===== src/rtl/fifo_test_pkg.sv =====
// ---------------------------------------------------------------------------
// fifo_test_pkg
// Shared definitions for the FIFO test chain (fifo_fill_gen on the producer
// side, fifo_drain on the consumer side).
//
// Contents:
//   state_t      - IDLE / RUN / DONE job state, explicitly encoded
//   ap_status_t  - bundle of the ap_idle / ap_ready / ap_done outputs
//   AP_*_STATUS  - the handshake output patterns used in each phase of a job
// ---------------------------------------------------------------------------
package fifo_test_pkg;

  typedef enum logic [1:0] {
    IDLE = 2'd0,
    RUN  = 2'd1,
    DONE = 2'd2
  } state_t;

  typedef struct packed {
    logic idle;
    logic ready;
    logic done;
  } ap_status_t;

  // Waiting for work, nothing accepted this cycle.
  localparam ap_status_t AP_IDLE_STATUS   = '{idle: 1'b1, ready: 1'b0, done: 1'b0};
  // ap_start seen while idle: job latched on this edge.
  localparam ap_status_t AP_ACCEPT_STATUS = '{idle: 1'b0, ready: 1'b1, done: 1'b0};
  // Job in progress.
  localparam ap_status_t AP_BUSY_STATUS   = '{idle: 1'b0, ready: 1'b0, done: 1'b0};
  // Single completion cycle.
  localparam ap_status_t AP_DONE_STATUS   = '{idle: 1'b0, ready: 1'b0, done: 1'b1};

endpackage


===== src/rtl/fifo_fill_gen.sv =====
// ---------------------------------------------------------------------------
// fifo_fill_gen
// Producer stage for the test FIFO. On an ap_start handshake it latches a job
// and writes size*times words of an arithmetic pattern (seed, seed+step, ...)
// into a FIFO write port, stalling while the FIFO reports full. The pattern
// runs straight across burst boundaries; bursts only matter for the counters.
//
// Ports:
//   ap_clk        clock, rising edge
//   ap_rst_n      asynchronous active-low reset
//   size, times   words per burst / number of bursts (latched at start)
//   seed, step    first word / increment, modulo 2^WIDTH (latched at start)
//   fifo_wr_en    write strobe, low whenever fifo_full is high
//   fifo_wr_data  registered write data
//   fifo_full     FIFO backpressure
//   ap_start      job request
//   ap_idle       no job active
//   ap_ready      one-cycle pulse: job accepted
//   ap_done       one-cycle pulse: job complete
//   wr_count      accepted writes since the last job start
// ---------------------------------------------------------------------------
module fifo_fill_gen
  import fifo_test_pkg::*;
#(
  parameter int WIDTH = 8
) (
  input  logic             ap_clk,
  input  logic             ap_rst_n,
  input  logic [31:0]      size,
  input  logic [31:0]      times,
  input  logic [WIDTH-1:0] seed,
  input  logic [WIDTH-1:0] step,
  output logic             fifo_wr_en,
  output logic [WIDTH-1:0] fifo_wr_data,
  input  logic             fifo_full,
  input  logic             ap_start,
  output logic             ap_idle,
  output logic             ap_ready,
  output logic             ap_done,
  output logic [31:0]      wr_count
);

  state_t           state;
  state_t           next_state;
  ap_status_t       ap_status;
  logic             start_accept;
  logic [31:0]      size_q;
  logic [31:0]      times_q;
  logic [WIDTH-1:0] step_q;
  logic [31:0]      size_cnt;
  logic [31:0]      times_cnt;
  logic             burst_last;
  logic             job_last;

  // Counters only reach these compares in RUN, where size_q and times_q are
  // both known to be non-zero, so the -1 never underflows in a way that matters.
  assign burst_last = (size_cnt == size_q - 32'd1);
  assign job_last   = (times_cnt == times_q - 32'd1);

  // State register.
  always_ff @(posedge ap_clk or negedge ap_rst_n) begin
    if (!ap_rst_n) begin
      state <= IDLE;
    end else begin
      state <= next_state;
    end
  end

  // Handshake and write-strobe outputs. ap_ready is masked by reset so that
  // a start held high during reset is not reported as accepted.
  always_comb begin
    ap_status    = AP_IDLE_STATUS;
    fifo_wr_en   = 1'b0;
    start_accept = 1'b0;
    case (state)
      IDLE: begin
        if (ap_start && ap_rst_n) begin
          ap_status    = AP_ACCEPT_STATUS;
          start_accept = 1'b1;
        end
      end
      RUN: begin
        ap_status  = AP_BUSY_STATUS;
        fifo_wr_en = !fifo_full;
      end
      DONE: begin
        ap_status = AP_DONE_STATUS;
      end
      default: begin
        ap_status = AP_IDLE_STATUS;
      end
    endcase
  end

  assign ap_idle  = ap_status.idle;
  assign ap_ready = ap_status.ready;
  assign ap_done  = ap_status.done;

  // Next-state logic. An empty job (size or times zero) skips RUN entirely.
  always_comb begin
    next_state = state;
    case (state)
      IDLE: begin
        if (start_accept) begin
          next_state = ((size == 32'd0) || (times == 32'd0)) ? DONE : RUN;
        end
      end
      RUN: begin
        if (fifo_wr_en && burst_last && job_last) begin
          next_state = DONE;
        end
      end
      DONE: begin
        next_state = IDLE;
      end
      default: begin
        next_state = IDLE;
      end
    endcase
  end

  // Job registers, pattern generator and burst counters. Everything advances
  // only on an accepted write, so a full FIFO freezes the whole datapath.
  always_ff @(posedge ap_clk or negedge ap_rst_n) begin
    if (!ap_rst_n) begin
      size_q       <= '0;
      times_q      <= '0;
      step_q       <= '0;
      fifo_wr_data <= '0;
      wr_count     <= '0;
      size_cnt     <= '0;
      times_cnt    <= '0;
    end else if (start_accept) begin
      size_q       <= size;
      times_q      <= times;
      step_q       <= step;
      fifo_wr_data <= seed;
      wr_count     <= '0;
      size_cnt     <= '0;
      times_cnt    <= '0;
    end else if (fifo_wr_en) begin
      fifo_wr_data <= fifo_wr_data + step_q;
      wr_count     <= wr_count + 32'd1;
      if (burst_last) begin
        size_cnt <= '0;
        if (!job_last) begin
          times_cnt <= times_cnt + 32'd1;
        end
      end else begin
        size_cnt <= size_cnt + 32'd1;
      end
    end
  end

endmodule


===== config.mk =====
export PLATFORM = sky130hd
export DESIGN_NAME = fifo_fill_gen
export DESIGN_NICKNAME = d
export VERILOG_FILES = /design/src/rtl/fifo_test_pkg.sv /design/src/rtl/fifo_fill_gen.sv
export SDC_FILE = /design/constraint.sdc
export NUM_CORES = 1
export LEC_CHECK = 0
export CAP_MARGIN = 20
export CORE_MARGIN = 5
export CORE_UTILIZATION = 62
export DETAILED_ROUTE_END_ITERATION = 8
export PLACE_DENSITY = 0.94
export SYNTH_ARGS = -nofsm -noshare
export SYNTH_HDL_FRONTEND = slang
export SYNTH_SLANG_ARGS = --single-unit

===== constraint.sdc =====
create_clock -name ap_clk -period 5.9 [get_ports ap_clk]
set_clock_uncertainty 0.15 [all_clocks]
set_input_delay 1.475 -clock ap_clk [delete_from_list [all_inputs] [get_ports ap_clk]]
set_output_delay 1.475 -clock ap_clk [all_outputs]
set_load 0.05 [all_outputs]

==> impl_metrics.tcl, run 1 <==
set metrics [dict create \
    status "complete, no violations" \
    p_sw_uw 2417 \
    p_leak_uw 0.005554 \
    place_congestion 1.004 \
    overflow 0 \
    worst_ep_arrival_time_ps 3190 \
    cp.required_ps 4280 \
    grtUsageMet1 0.3843 \
    wl_per_cell_um 18.97 \
    cts_tree "done" \
    max-cap-violations 0 \
    syn_to_final_growth_pct 17.25 \
    clkSlewWorstSetupHoldPaths_ps 70 \
    use_met2 0.5164 \
    clock-sinks 178 \
    slew_violations 0 \
    yosysWarnings 0 \
    antenna_found_initial 0 \
    seqPwrFrac 0.373 \
    grt_max_degree 89 \
    ir_worst_vdd_mv 0.3384 \
    tightest_slew_ps 1038 \
    period_needed_ps 4813 \
    power_frac_comb 0.418 \
    finalSetupViolCount 0 \
    rsz0062_at_grt "false" \
    drive_gt1_frac 0.04830 \
    grt_pass1_vias 10513 \
    cp_num_buf_inv 3 \
    route.detailed.drc 0 \
    vias_per_cell 6.408 \
    antennaDiodeCount 0 \
    clkLatencyLatePin_ps 440 \
    regArea_sq_um 4454 \
    ys_seq_area_frac 0.3925 \
    syn_inst 1380 \
    h-tree-depth 4 \
    power_density_nw_per_um2 408.9 \
    ys.flop_type "dfrtp_1" \
    fin_nets 1557 \
    post-cts-setup-buffers 0 \
    hold_buffers 0 \
    synth_edf_count 0 \
    hold_class "flop to flop" \
    synthesis.nets 1480 \
    internal_power_uw 3023 \
    cp_top_family "buffers and inverters" \
    drt_iter0_drc 1331 \
    dpl_cell_area_sq_um 12680 \
    die_h_um 145.3 \
    slowest_stage "clkdlybuf4s50_1" \
    core.rowCount 49 \
    die_w_um 145.3 \
    grtUsageTotal 0.3002 \
    dr.pass1.iters 5 \
    grt_first_pass_wirelength_mm 53.19 \
    pwr-share-clk 0.209 \
    slew_headroom 0.3080 \
    top_usage_layer "met2" \
    cp_cell_sequence "clkdlybuf4s50_1 -> nand2b_1 -> clkinv_1 -> clkdlybuf4s50_1" \
    synth_seq_cells 178 \
    initial_core_util 0.6317 \
    postSynthAreaPerCell_sq_um 8.223 \
    dp_hpwl_mm 22.90 \
    cts_buffers 17 \
    synthArstFlopShare 1.000 \
    die_area_sq_um 21110 \
    endpoint_kind "output port" \
    clock_path_buffers 2 \
    final_area_sq_um 13300 \
    max_freq_mhz 207.8 \
    synth_cell_types 80 \
    synth_area_sq_um 11350 \
    setup_tns_ps 0 \
    multi_input_area_sq_um 6437 \
    cts_resized 0 \
    critPathKind "input pin to output port" \
    root_buffer "clkbuf_16" \
    routed_wl_mm 32.23 \
    crit_fanout 8 \
    fin_crit_sh 0.8157 \
    num-fill-cells 1281 \
    portBuffers 127 \
    crit_path_frequent_cell "clkdlybuf4s50_1" \
    worst_path_largest_cell_delay_ps 770 \
    ant_nets 0 \
    p_sw_frac 0.4442 \
    io_pins 128 \
    gr-usage-met3 0.04459 \
    worstSetupStartpointType "input pin" \
    hold_viol_final 0 \
    num_vias 10887 \
    core-area_sq_um 17960 \
]
==> metrics by stage <==
| stage | instances | util | hold WS [ps] | total power (uW) | setup WS, ps |
|---|---|---|---|---|---|
| final | 1699 | 0.7406 | 333.2 | 5440 | 1087 |
| after global routing | 1699 | 0.7406 | 387.5 | 5771 | 819.8 |
| after CTS | 1697 | 0.7387 | 338.5 | 5394 | 1081 |
| after detailed placement | 1665 | 0.7058 | 321.8 | 4226 | 1118 |
| after global placement | 1665 | 0.7058 | 315.6 | 4154 | 1111 |
| after floorplan | 1380 | - | 299.7 | 3575 | 1342 |
==> worst register-to-register path, cell delays in order (launching register included) <==
cell,delay (ps)
dfrtp_1,430
inv_1,90
ha_1,260
or4b_4,530
or4_1,480
nor4_1,330
o22ai_1,130
or4_4,530
nor3b_4,360
o2111ai_2,610
or4_1,680
a21oi_1,150
==> sequential cells by signal (all words and copies together) (netlist names) <==
name / flops
size_cnt: 32
size_q: 32
times_cnt: 32
times_q: 32
wr_count: 32
fifo_wr_data: 8
step_q: 8
state: 2
==> power groups by stage <==
stage / sequential, uW / combinational (uW) / clock, uW
2_1_floorplan: 1880 / 1700 / 0
3_3_place_gp: 2000 / 2150 / 0
3_5_place_dp: 2020 / 2210 / 0
4_1_cts: 2000 / 2240 / 1150
5_1_grt: 2070 / 2500 / 1200
6_report: 2030 / 2270 / 1140
==> placed cells by master, fill, tap and decap left out, drive strengths merged, types with 5 or more instances in the layout <==
master / instances
mux2i: 13
o2111ai: 6
nor3: 40
inv: 44
xnor2: 54
clkdlybuf4s50: 124
o211ai: 11
and4: 15
xor2: 56
o31ai: 10
nand2: 269
nor4b: 7
nand3: 57
clkbuf: 17
dfrtp: 178
nor3b: 6
o21ai: 56
and3: 28
nand2b: 17
nor4: 47
nand3b: 9
clkinv: 7
a31oi: 33
ha: 15
and2: 5
or4b: 5
nor2: 87
a2111oi: 6
a21oi: 68
nand4: 34
or4: 27
buf: 15
o21a: 8
or3: 33
==> layout make-up <==
type	count	share of cell area
Tap cell	229	0.02154
Inverter	38	0.01091
Multi-Input combinational cell	1083	0.4839
Clock buffer	17	0.03198
Sequential cell	178	0.3348
Clock inverter	15	0.01241
Timing Repair Buffer	139	0.1045
==> synth_stat cells (all sizes together), types with 4 or more instances <==
| cell | n | area, sq um |
|---|---|---|
| a2111oi | 6 | 58.80 |
| a21oi | 68 | 340.3 |
| a31oi | 33 | 206.5 |
| and2 | 5 | 31.28 |
| and3 | 28 | 175.2 |
| and4 | 15 | 131.4 |
| buf | 16 | 86.34 |
| clkbuf | 65 | 244.0 |
| dfrtp | 178 | 4454 |
| ha | 15 | 187.7 |
| inv | 36 | 135.1 |
| mux2i | 13 | 130.1 |
| nand2 | 269 | 1010 |
| nand2b | 17 | 106.4 |
| nand3 | 57 | 285.3 |
| nand3b | 9 | 67.56 |
| nand4 | 34 | 212.7 |
| nor2 | 87 | 326.6 |
| nor2b | 4 | 25.02 |
| nor3 | 40 | 200.2 |
| nor3b | 6 | 56.31 |
| nor4 | 47 | 306.5 |
| nor4b | 7 | 67.56 |
| o2111ai | 6 | 58.80 |
| o211ai | 11 | 82.58 |
| o21a | 8 | 60.06 |
| o21ai | 56 | 280.3 |
| o22ai | 4 | 25.02 |
| o31ai | 10 | 75.07 |
| or2 | 4 | 25.03 |
| or3 | 33 | 206.5 |
| or4 | 27 | 214.0 |
| or4b | 5 | 53.80 |
| xnor2 | 54 | 473.0 |
| xor2 | 56 | 490.5 |
==> kinds of logic after synthesis <==
logic type	share of synthesized area
AOI/OAI and AO/OA	0.1353
xor gates and xnor gates	0.08490
adders and majority gates	0.01830
buffers and inverters	0.04168
DFF	0.3925
muxes	0.01246
and+or+nand+nor	0.3148
==> worst paths after layout <==
path / from / to / slack [ps] / depth (start not counted)
min: step_q[6] / step_q[6] / 330 / 2
max reg2reg: size_q[0] / times_cnt[19] / 1100 / 11
max: fifo_full / fifo_wr_en / 1090 / 4
min in group asynchronous: ap_rst_n / size_cnt[3] / 810 / 1
max in group asynchronous: ap_rst_n / times_q[13] / 3730 / 2
min reg2reg: step_q[6] / step_q[6] / 330 / 2
==> metal layers <==
layer / vias up / share of wire / routed length (um)
met1: 5170 / 0.40 / 13020
met2: 528 / 0.50 / 16090
met4: 0 / 0.033 / 1058
met5: - / 0 / 0
li1: 5098 / - / -
met3: 91 / 0.064 / 2065
(Power assumes the default switching activity.)
==> inputs of run 2 (changes only) <==
--- a/config.mk
+++ b/config.mk
@@ -7,9 +7,9 @@
 export LEC_CHECK = 0
 export CAP_MARGIN = 20
 export CORE_MARGIN = 5
-export CORE_UTILIZATION = 62
+export CORE_UTILIZATION = 58
 export DETAILED_ROUTE_END_ITERATION = 8
-export PLACE_DENSITY = 0.94
+export PLACE_DENSITY = 0.89
 export SYNTH_ARGS = -nofsm -noshare
 export SYNTH_HDL_FRONTEND = slang
 export SYNTH_SLANG_ARGS = --single-unit
==> constraint.sdc (replaced) <==
create_clock -name ap_clk -period 4.48 [get_ports ap_clk]
set_clock_uncertainty 0.15 [all_clocks]
set_input_delay 1.12 -clock ap_clk [delete_from_list [all_inputs] [get_ports ap_clk]]
set_output_delay 1.12 -clock ap_clk [all_outputs]
set_load 0.05 [all_outputs]
==> impl_metrics.tcl, run 2 (same netlist as run 1, synthesis figures left out) <==
set metrics [dict create \
    p_sw_frac 0.4315 \
    cp_cell_sequence "inv_1 -> ha_1 -> or4b_4 -> or4_1 -> nor4_1 -> o22ai_1 -> or4_4 -> nor3b_4 -> o2111ai_1 -> buf_12 -> or4_1 -> a21oi_1" \
    final_core_util 0.6997 \
    antennaDiodeCount 0 \
    dp_slack_ps 282.3 \
    worst_ep_arrival_time_ps 4440 \
    grt_max_degree 179 \
    antenna_found_initial 0 \
    reg2reg_from "size_q[0]" \
    io_pins 128 \
    wl_per_cell_um 18.62 \
    drive_gt1_frac 0.05799 \
    period_needed_ps 4235 \
    route.detailed.drc 0 \
    pwr-share-clk 0.223 \
    place_congestion 0.9492 \
    dp_hpwl_mm 23.26 \
    cts_buffers 17 \
    hold_buffers 0 \
    met2RoutedLength_mm 16.16 \
    syn_to_final_growth_pct 19.23 \
    grt_first_pass_wirelength_mm 54.15 \
    status "complete, no violations" \
    h-tree-depth 4 \
    hold_class "flop to flop" \
    crit_path_frequent_cell "or4_1" \
    cts_tree "done" \
    clkLatencyLatePin_ps 440 \
    internal_power_uw 4206 \
    hold_viol_final 0 \
    crit_end "times_cnt[12]" \
    ant_nets 0 \
    initial_core_util 0.5869 \
    worstSetupStartpointType "flop" \
    ff2ff_path_depth 12 \
    vias_per_cell 6.272 \
    wl_met3_mm 1.623 \
    mostFrequentLayoutCell "nand2_1" \
    root_buffer "clkbuf_16" \
    rsz0062_at_grt "false" \
    setup_tns_ps 0 \
    clock_path_buffers 2 \
    p_sw_uw 3192 \
    cts_resized 0 \
    die_h_um 149.9 \
    routed.top_layer "met4" \
    clock-sinks 178 \
    final_cell_mix "nand2_1, dfrtp_1, clkdlybuf4s50_1" \
    slowest_stage "or4_4" \
    slew_headroom 0.3874 \
    r2r-end "times_cnt[12]" \
    dr.pass1.iters 5 \
    tightest_slew_ps 918.9 \
    overflow 0 \
    power_frac_comb 0.419 \
    r2r_slack_ps 240 \
    ir_worst_vdd_mv 0.2943 \
    clkSlewWorstSetupHoldPaths_ps 80 \
    grtUsageTotal 0.2962 \
    portBuffers 127 \
    die_area_sq_um 22460 \
    fin_nets 1570 \
    grt_pass1_vias 10907 \
    endpoint_kind "flop" \
    critPathKind "flop to flop" \
    power_density_nw_per_um2 546.8 \
    max-cap-violations 0 \
    routed_wl_mm 32.55 \
    wl_met1_mm 13.35 \
    p_leak_uw 0.005660 \
    slew_violations 0 \
    drt_iter0_drc 898 \
    num-fill-cells 1497 \
    worst_path_largest_cell_delay_ps 540 \
    cp.required_ps 4680 \
    core.rowCount 51 \
    fin_crit_sh 0.9454 \
    core-area_sq_um 19330 \
    max_freq_mhz 236.1 \
    crit_fanout 20 \
    num_vias 10964 \
    die_w_um 149.9 \
    crit_start "size_q[0]" \
    min_path_cells 2 \
    finalSetupViolCount 0 \
    worst_slack_ps 244.6 \
    seqPwrFrac 0.358 \
    post-cts-setup-buffers 0 \
]
run 2: cell count changes in the layout (fill, tap and decap cells not counted), moves of 2 or more:
cell | before | now
inv_8 | 4 | 2
buf_4 | 12 | 23
inv_6 | 3 | 6
clkinv_4 | 4 | 1
buf_12 | 1 | 5
bufinv_16 | 1 | 4
run 2: critical path, delay by kind of cell, from the launching register on:
| kind | cells | cell delay (ps) |
|---|---|---|
| and+or+nand+nor | 6 | 2540 |
| buffers and inverters | 2 | 290 |
| AOI/OAI and AO/OA | 3 | 480 |
| DFF | 1 | 430 |
| adders and majority gates | 1 | 250 |
run 2: power groups by stage:
stage	registers [uW]	clock network, uW	logic [uW]
CTS	2620	1670	3080
detailed placement	2640	0	3030
global route	2700	1740	3420
floorplan	2470	0	2240
global placement	2620	0	2940
finish	2650	1650	3100
run 2: layout make-up:
class / count / area (sq um) / area share
Clock inverter: 15 / 214.0 / 0.01581
Inverter: 38 / 145.1 / 0.01073
Sequential cell: 178 / 4454 / 0.3292
Multi-Input combinational cell: 1083 / 6444 / 0.4763
Tap cell: 265 / 331.6 / 0.02451
Timing Repair Buffer: 152 / 1515 / 0.1120
Clock buffer: 17 / 425.4 / 0.03144
run 2: stage by stage:
step | std cells | area (sq um) | hold WS, ps | power (uW)
floorplan | 1380 | 11350 | 299.7 | 4709
global placement | 1715 | 12880 | 318.0 | 5563
detailed placement | 1716 | 12880 | 318.0 | 5666
CTS | 1748 | 13520 | 344.4 | 7370
global route | 1748 | 13530 | 378.0 | 7858
finish | 1748 | 13530 | 341.7 | 7398
run 2: layer usage:
layer | GRT usage | vias to the layer above
met5 | 0 | -
met1 | 0.3727 | 5305
met3 | 0.04422 | 105
met4 | 0.1391 | 0
met2 | 0.5024 | 409
li1 | - | 5145
run 2: how the worst min path moves through the flow:
stage                   start         to  slack (ps)
finish              step_q[6]  step_q[6]         340
floorplan           step_q[0]  step_q[0]         300
global placement    step_q[3]  step_q[3]         320
detailed placement  step_q[6]  step_q[6]         320
global route        step_q[6]  step_q[6]         380
CTS                 step_q[6]  step_q[6]         340
==> inputs of run 3 (changes only) <==
--- a/config.mk
+++ b/config.mk
@@ -10,6 +10,8 @@
 export CORE_UTILIZATION = 58
 export DETAILED_ROUTE_END_ITERATION = 8
 export PLACE_DENSITY = 0.89
+export SKIP_CTS_REPAIR_TIMING = 1
+export SLEW_MARGIN = 15
 export SYNTH_ARGS = -nofsm -noshare
 export SYNTH_HDL_FRONTEND = slang
 export SYNTH_SLANG_ARGS = --single-unit
==> impl_metrics.tcl, run 3 (same netlist as run 1, synthesis figures left out) <==
set metrics [dict create \
    core.rowCount 51 \
    ant_nets 0 \
    num-fill-cells 1495 \
    status "complete, no violations" \
    cp.required_ps 4690 \
    reg2reg_from "size_q[0]" \
    routed_wl_mm 32.63 \
    final_core_util 0.6973 \
    die_w_um 149.9 \
    final_cell_mix "nand2_1, dfrtp_1, clkdlybuf4s50_1" \
    worstSetupStartpointType "flop" \
    cp_num_buf_inv 2 \
    grtUsageTotal 0.2970 \
    die_area_sq_um 22460 \
    min_from "step_q[6]" \
    cp.depth 12 \
    p_leak_uw 0.005626 \
    cp_top_family "simple AND/OR/NAND/NOR gates" \
    core-area_sq_um 19330 \
    worst_path_largest_cell_delay_ps 540 \
    cts_tree "done" \
    drive_gt1_frac 0.05799 \
    syn_to_final_growth_pct 18.81 \
    slew_violations 0 \
    vias_per_cell 6.255 \
    r2r-end "times_cnt[12]" \
    crit_end "times_cnt[12]" \
    setup_tns_ps 0 \
    dp_hpwl_mm 23.39 \
    slowest_stage "or4_4" \
    grt_pass1_vias 10882 \
    route.detailed.drc 0 \
    tightest_slew_ps 913.7 \
    clkSlewWorstSetupHoldPaths_ps 70 \
    max_freq_mhz 239.1 \
    worst_ep_arrival_time_ps 4390 \
    antenna_found_initial 0 \
    die_h_um 149.9 \
    clock-sinks 178 \
    overflow 0 \
    fin_nets 1570 \
    period_needed_ps 4182 \
    ir_worst_vdd_mv 0.2859 \
    num_vias 10933 \
    timing.hold.ws_ps 334.9 \
    cts_buffers 17 \
    drt_iter0_drc 1082 \
    cp_cell_sequence "inv_1 -> ha_1 -> or4b_4 -> or4_1 -> nor4_2 -> o22ai_1 -> or4_4 -> nor3b_4 -> o2111ai_1 -> buf_12 -> or4_1 -> a21oi_1" \
    dp_slack_ps 270.7 \
    slew_headroom 0.3908 \
    clkLatencyLatePin_ps 440 \
    max-cap-violations 0 \
    portBuffers 127 \
    r2r_slack_ps 300 \
    io_pins 128 \
    grt_max_degree 179 \
    dr.pass1.iters 5 \
    ff2ff_path_depth 12 \
    place_congestion 0.9492 \
    worst_slack_ps 297.9 \
    crit_path_frequent_cell "or4_1" \
    place_inst 1716 \
    clock_path_buffers 2 \
    hold_viol_final 0 \
    hold_class "flop to flop" \
    grt_first_pass_wirelength_mm 54.26 \
    finalNonFillerCells 1748 \
    h-tree-depth 4 \
    finalSetupViolCount 0 \
    initial_core_util 0.5869 \
    power_density_nw_per_um2 535.3 \
    wl_per_cell_um 18.67 \
    crit_fanout 20 \
    critPathKind "flop to flop" \
    mostFrequentLayoutCell "nand2_1" \
    antennaDiodeCount 0 \
    endpoint_kind "flop" \
    crit_start "size_q[0]" \
    root_buffer "clkbuf_16" \
    rsz0062_at_grt "false" \
    fin_crit_sh 0.9335 \
]
-- run 3: how the worst min path moves through the flow --
| stage | end | cells after the start |
|---|---|---|
| 3_5_place_dp | step_q[6] | 2 |
| 3_3_place_gp | step_q[3] | 2 |
| 2_1_floorplan | step_q[0] | 2 |
| 6_report | step_q[6] | 2 |
| 5_1_grt | step_q[6] | 2 |
| 4_1_cts | step_q[6] | 2 |
-- run 3: report_power, final --
part           internal [uW]  switching (uW)
Sequential              1990             655
Clock                    748             746
Combinational           1260            1820
Total                   4000            3220
-- run 3: cell type report --
type	instances	area [sq um]	area share
multi-input combinational	1083	6444	0.4780
timing repair buffer	152	1515	0.1124
tap	265	331.6	0.02459
clock inverter	15	166.4	0.01234
sequential	178	4454	0.3304
clock buffer	17	425.4	0.03155
inverter	38	145.1	0.01077
-- run 3: metrics by stage --
stage | total power (uW) | area (sq um)
finish | 7217 | 13480
global route | 7685 | 13480
CTS | 7178 | 13480
detailed placement | 5667 | 12880
global placement | 5563 | 12880
floorplan | 4709 | 11350
-- run 3: layer usage --
metal	vias up	wire, um	track usage
met3	108	2079	0.04755
met4	0	1385	0.1354
li1	5133	-	-
met1	5230	13010	0.3765
met5	-	0	0
met2	462	16150	0.4999
-- run 3: worst reg2reg max path, stage by stage, from the launching register on --
cell and delay [ps]:
dfrtp_1 430, inv_1 90, ha_1 250, or4b_4 520, or4_1 500, nor4_2 200, o22ai_1 130, or4_4 540
nor3b_4 250, o2111ai_1 210, buf_12 200, or4_1 500, a21oi_1 150
